<file path="src/rtl/alarm_pkg.sv">
// Shared encodings and limits for the alarm controller.
// States, BCD wrap limits and the ring/snooze counter width.
package alarm_pkg;

  typedef enum logic [2:0] {
    ST_IDLE    = 3'd0,
    ST_SETMIN  = 3'd1,
    ST_SETHOUR = 3'd2,
    ST_RING    = 3'd3,
    ST_SNOOZE  = 3'd4
  } state_t;

  localparam logic [7:0] MIN_MAX  = 8'h59;
  localparam logic [7:0] HOUR_MAX = 8'h23;
  localparam int         CNT_W    = 12;

endpackage

</file>
<file path="src/rtl/alarm_ctrl_bcd2_inc.sv">
// Two-digit BCD incrementer (combinational); wraps to 00 once the value reaches MAX.
module bcd2_inc #(
  parameter logic [7:0] MAX = 8'h59
) (
  input  logic [7:0] val,
  output logic [7:0] nxt
);

  always_comb begin
    nxt = 8'h00;
    if (val == MAX)
      nxt = 8'h00;
    else if (val[3:0] == 4'h9)
      nxt = {val[7:4] + 4'h1, 4'h0};
    else
      nxt = {val[7:4], val[3:0] + 4'h1};
  end

endmodule

</file>
<file path="src/rtl/alarm_ctrl.sv">
// Alarm controller: BCD alarm time entry, match detection, buzzer ring with auto-stop.
// Optional snooze state is built in when ALARM_SNOOZE_EN is defined.
//
// state      | meaning
// ST_IDLE    | showing clock time; arm toggle; waits for a match
// ST_SETMIN  | editing alarm minutes (minute digits blink)
// ST_SETHOUR | editing alarm hours (hour digits blink)
// ST_RING    | buzzer follows SIG2HZ until timeout or user stop
// ST_SNOOZE  | buzzer silent, counting down to the next ring
module alarm_ctrl
  import alarm_pkg::*;
#(
  parameter int RINGSEC   = 60,
  parameter int SNOOZEMIN = 5
) (
  input  logic       CLK,
  input  logic       RST,
  input  logic       SIG2HZ,
  input  logic       SECTICK,
  input  logic       ALMSET,
  input  logic       SELECT,
  input  logic       ADJUST,
  input  logic       ALMONOFF,
  input  logic [7:0] CURHOUR,
  input  logic [7:0] CURMIN,
  output logic [7:0] ALMHOUR,
  output logic [7:0] ALMMIN,
  output logic       ALMHOURON,
  output logic       ALMMINON,
  output logic       ALMDISP,
  output logic       ARMED,
  output logic       BUZZER
);

  localparam logic [CNT_W-1:0] RING_LAST   = CNT_W'(RINGSEC - 1);
  localparam logic [CNT_W-1:0] SNOOZE_LAST = CNT_W'(SNOOZEMIN * 60 - 1);

  state_t             state;
  logic [7:0]         almhour;
  logic [7:0]         almmin;
  logic               armed;
  logic               fired;
  logic [CNT_W-1:0]   cnt;
  logic [CNT_W-1:0]   cnt_last;
  logic [7:0]         min_nxt;
  logic [7:0]         hour_nxt;
  logic               match;

  bcd2_inc #(.MAX(MIN_MAX))  u_min_inc  (.val(almmin),  .nxt(min_nxt));
  bcd2_inc #(.MAX(HOUR_MAX)) u_hour_inc (.val(almhour), .nxt(hour_nxt));

  assign match    = (CURHOUR == almhour) && (CURMIN == almmin);
  assign cnt_last = (state == ST_SNOOZE) ? SNOOZE_LAST : RING_LAST;

  always_ff @(posedge CLK) begin
    if (!RST) begin
      state   <= ST_IDLE;
      almhour <= 8'h00;
      almmin  <= 8'h00;
      armed   <= 1'b0;
      fired   <= 1'b0;
      cnt     <= '0;
    end else begin
      // fired tracks the matching minute so each minute can trigger at most once
      fired <= match;
      case (state)
        ST_IDLE: begin
          if (ALMONOFF)
            armed <= ~armed;
          if (ALMSET)
            state <= ST_SETMIN;
          else if (armed && match && !fired) begin
            state <= ST_RING;
            cnt   <= '0;
          end
        end
        ST_SETMIN: begin
          if (ALMSET)
            state <= ST_IDLE;
          else if (SELECT)
            state <= ST_SETHOUR;
          else if (ADJUST)
            almmin <= min_nxt;
        end
        ST_SETHOUR: begin
          if (ALMSET)
            state <= ST_IDLE;
          else if (SELECT)
            state <= ST_SETMIN;
          else if (ADJUST)
            almhour <= hour_nxt;
        end
        ST_RING: begin
          if (ALMONOFF || ADJUST || ALMSET)
            state <= ST_IDLE;
          else if (SELECT) begin
`ifdef ALARM_SNOOZE_EN
            state <= ST_SNOOZE;
            cnt   <= '0;
`else
            state <= ST_IDLE;
`endif
          end else if (SECTICK) begin
            if (cnt == cnt_last)
              state <= ST_IDLE;
            else
              cnt <= cnt + 1'b1;
          end
        end
`ifdef ALARM_SNOOZE_EN
        ST_SNOOZE: begin
          if (ALMONOFF || ALMSET)
            state <= ST_IDLE;
          else if (SECTICK) begin
            if (cnt == cnt_last) begin
              state <= ST_RING;
              cnt   <= '0;
            end else
              cnt <= cnt + 1'b1;
          end
        end
`endif
        default: state <= ST_IDLE;
      endcase
    end
  end

  assign ALMHOUR   = almhour;
  assign ALMMIN    = almmin;
  assign ARMED     = armed;
  assign ALMDISP   = (state == ST_SETMIN) || (state == ST_SETHOUR);
  assign ALMMINON  = ~((state == ST_SETMIN) && SIG2HZ);
  assign ALMHOURON = ~((state == ST_SETHOUR) && SIG2HZ);
  assign BUZZER    = (state == ST_RING) && SIG2HZ;

endmodule

</file>
<file path="config.mk">
export PLATFORM = sky130hd
export DESIGN_NAME = alarm_ctrl
export DESIGN_NICKNAME = d
export VERILOG_FILES = /design/src/rtl/alarm_pkg.sv /design/src/rtl/alarm_ctrl_bcd2_inc.sv /design/src/rtl/alarm_ctrl.sv
export SDC_FILE = /design/constraint.sdc
export NUM_CORES = 1
export LEC_CHECK = 0
export ABC_AREA = 1
export ABC_CLOCK_PERIOD_IN_PS = 2200
export BUFFER_PORTS_ARGS = -buffer_cell sky130_fd_sc_hd__clkbuf_2
export CAP_MARGIN = 5
export CORE_ASPECT_RATIO = 2
export CORE_MARGIN = 2
export CORE_UTILIZATION = 47
export DETAILED_ROUTE_END_ITERATION = 8
export GPL_ROUTABILITY_DRIVEN = 0
export PLACE_DENSITY = 0.77
export REMOVE_ABC_BUFFERS = 1
export SETUP_SLACK_MARGIN = 0.3
export SLEW_MARGIN = 10
export SYNTH_ARGS = -nofsm -noshare
export SYNTH_HDL_FRONTEND = slang
export SYNTH_HIERARCHICAL = 1
export SYNTH_SLANG_ARGS = --single-unit
</file>
<file path="constraint.sdc">
create_clock -name CLK -period 2.2 [get_ports CLK]
set_input_delay 0 -clock CLK [delete_from_list [all_inputs] [get_ports CLK]]
set_output_delay 0 -clock CLK [all_outputs]
set_load 0.02 [all_outputs]
</file>
==> summary.txt <==
Startpoint Class: flip-flop
CP cell instances: inv_1 -> ha_2 -> nand2_1 -> o21ai_0 -> a21boi_4 -> buf_4 -> nand2_1 -> nand2_1 -> nand2_1 -> nor2_1
WL per Instance: 12.0 um
Gr busiest metal: met2
Overall routed net length: 6210 um
Hold Crit Class: in -> reg
FF-to-FF path depth: 10
Layout Skew: 3.55 ps
Outcome: finished clean
Drt first pass iters: 4
Most used DFF post-synth: dfxtp_1
Static Leakage: 0.00144 uW
Worst-path fanout max: 23
Final setup violation count: 0
First-pass GRT wire length: 9640 um
Starting DRT DRC Count: 58
Post-DP HPWL: 4580 um
Crit path kind: reg -> reg
Count of nets after finishing: 494
I/O pin count: 45
Worst-margin pin slew: 625 ps
Power Density: 818 nW/um^2
Max-cap check violation count: 0
DRT antenna net count: 0
Core region area: 5090 sq um
Share of layout cells above drive strength 1: 0.180
Slew HR: 0.584
FMAX: 570 MHz
Longest Clk Path Bufs: 2
Vias: 2698
#FFs+latches synth: 32
Synth warnings: 6
Port bufs: 44
CP dominant cell by count: nand2_1
Area growth from synthesis to final layout: 16.3%
CP delay by family, top: simple AND/OR/NAND/NOR gates
TNS Setup: 0 ps
Die boundary height: 106 um
Cell variety after synth: 31
Starting Density: 0.479
Leading cell types in the layout, fill and taps excluded: nand2_1, nor2_1, inv_1
Post-synth EDFFs: 0
Mapped Area: 2440 sq um
Hold Vio Cnt, Final: 0
Fin crit share: 0.797
Worst hold start: ADJUST
Fill count: 541
Final min period: 1750 ps
Max IR drop VDD: 0.798 mV
WHS: 187 ps
Met3 Use GR: 0.0365
Initial antenna violation count: 0
Worst hold path endpoint: ALMMIN[5]$_SDFFE_PN0P_
Storage cell area: 644 sq um
H-tree levels: 2
Cts bufs inserted: 5
CP bufs+invs: 2
Reg clk slew, reported paths: 70 ps
Via density: 5.21
Die Wd: 55.0 um
Most common cell after layout, fill and taps aside: nand2_1
Clock root cell: clkbuf_8
RSZ-0062 raised after global routing: yes
Slowest cell on the critical path: dfxtp_1
Slew Viols, Final: 0
R2R Setup Slk: 450 ps
Diode count: 0
Largest net degree at the start of global routing: 33
Max incr delay on CP: 340 ps
Die area: 5820 sq um
Row cnt: 37
Synth async-reset ratio: 0
CP Capture Type: flip-flop
GRT overflow: 0
Clk sink count: 32
Sequential fraction of the synthesis area: 0.262
Worst-skew pair later-pin latency: 290 ps
CTS tree: built
GRT met1 Usage: 0.199
Met2 Use GR: 0.426
Post-Synthesis Cells: 412
Critical Path RT: 2430 ps
Total routing usage reported by global routing: 0.218
Post-route DRC: 0
Area occupied by multi-input gates: 1520 sq um
Worst Path Arrival: 1990 ps
Setup bufs post-CTS: 0
Syn avg cell area: 5.92 sq um
Crit Reg-Reg Endpoint: cnt[1]$_SDFFE_PN0P_
Number of global-route vias before repair: 2425
Hold path cells: 5
R2r startpoint: state[0]$_SDFFE_PN0P_
worst min-delay path, cell delays in order:
cell and delay, ps:
clkbuf_2 100, inv_1 80, nor3_2 70, o21ai_0 140
nor2_1 50
cells in the mapped netlist, types with 3 or more instances:
cell     instances  area, sq um
ha_1            11          138
inv_2            6         22.5
nand2_2          3         18.8
dfxtp_1         32          641
nor2_1          72          270
inv_1           58          218
a21oi_1         32          160
buf_6            4         45.0
nand4_1          3         18.8
nor3_1           6         30.0
nand3_1         33          165
o21ai_0         27          135
nor2_2           4         25.0
xor2_1           4         35.0
nand2_1         96          360
sequential cells by signal, indices dropped and copies added, names as in the netlist:
register	count
fired	1
ARMED	1
state	2
ALMMIN	8
ALMHOUR	8
cnt	12
what timing repair did:
action / in CTS / in global routing
hold buffers: 1 / 0
gates cloned: 0 / 2
resized for setup: 2 / 7
setup endpoints to repair: 7 / 19
pin swaps: 0 / 1
endpoints found under the hold margin: 1 / 0
where the power goes:
group	leakage [uW]	total (uW)	switching [uW]	internal, uW
registers	0.000262	813	124	688
clock network	0.0000552	574	238	336
logic	0.00112	936	605	331
total	0.00144	2320	967	1360
logic make-up after synthesis:
family / synth area share
AOI/OAI and AO/OA: 0.149
xor gates and xnor gates: 0.0179
adders and majority gates: 0.0564
buffers and inverters: 0.129
DFF: 0.262
and+or+nand+nor: 0.385
worst max path at each step:
stage,startpoint,end,cells after the start
detailed placement,ALMHOUR[4]$_SDFFE_PN0P_,cnt[1]$_SDFFE_PN0P_,12
CTS,ALMHOUR[4]$_SDFFE_PN0P_,cnt[1]$_SDFFE_PN0P_,12
global route,state[1]$_SDFFE_PN0P_,cnt[1]$_SDFFE_PN0P_,10
finish,state[0]$_SDFFE_PN0P_,cnt[1]$_SDFFE_PN0P_,10
floorplan,state[0]$_SDFFE_PN0P_,cnt[1]$_SDFFE_PN0P_,7
global placement,state[1]$_SDFFE_PN0P_,ALMMIN[6]$_SDFFE_PN0P_,7
routing by layer:
layer  vias up  share of wire
met5         -              0
met4         0          0.020
met3        10          0.033
met2        62           0.56
met1      1235           0.38
li1       1391              -
per-stage QoR:
step | setup slack, ps | utilization | power [uW] | std cells | area [sq um]
2_1_floorplan | 415 | - | 1450 | 402 | 2370
3_3_place_gp | 317 | 0.527 | 1670 | 507 | 2680
3_5_place_dp | 286 | 0.527 | 1700 | 507 | 2680
4_1_cts | 362 | 0.552 | 2290 | 516 | 2810
5_1_grt | 277 | 0.557 | 2490 | 518 | 2840
6_report | 447 | 0.557 | 2320 | 518 | 2840
cell type report:
cell class,instances,share of cell area
clock inverter,2,0.0123
tap,58,0.0256
inverter,64,0.0846
clock buffer,6,0.0256
sequential,32,0.227
multi-input combinational,308,0.536
timing repair buffer,48,0.0890
No activity file was read; power rests on OpenSTA's default activity.
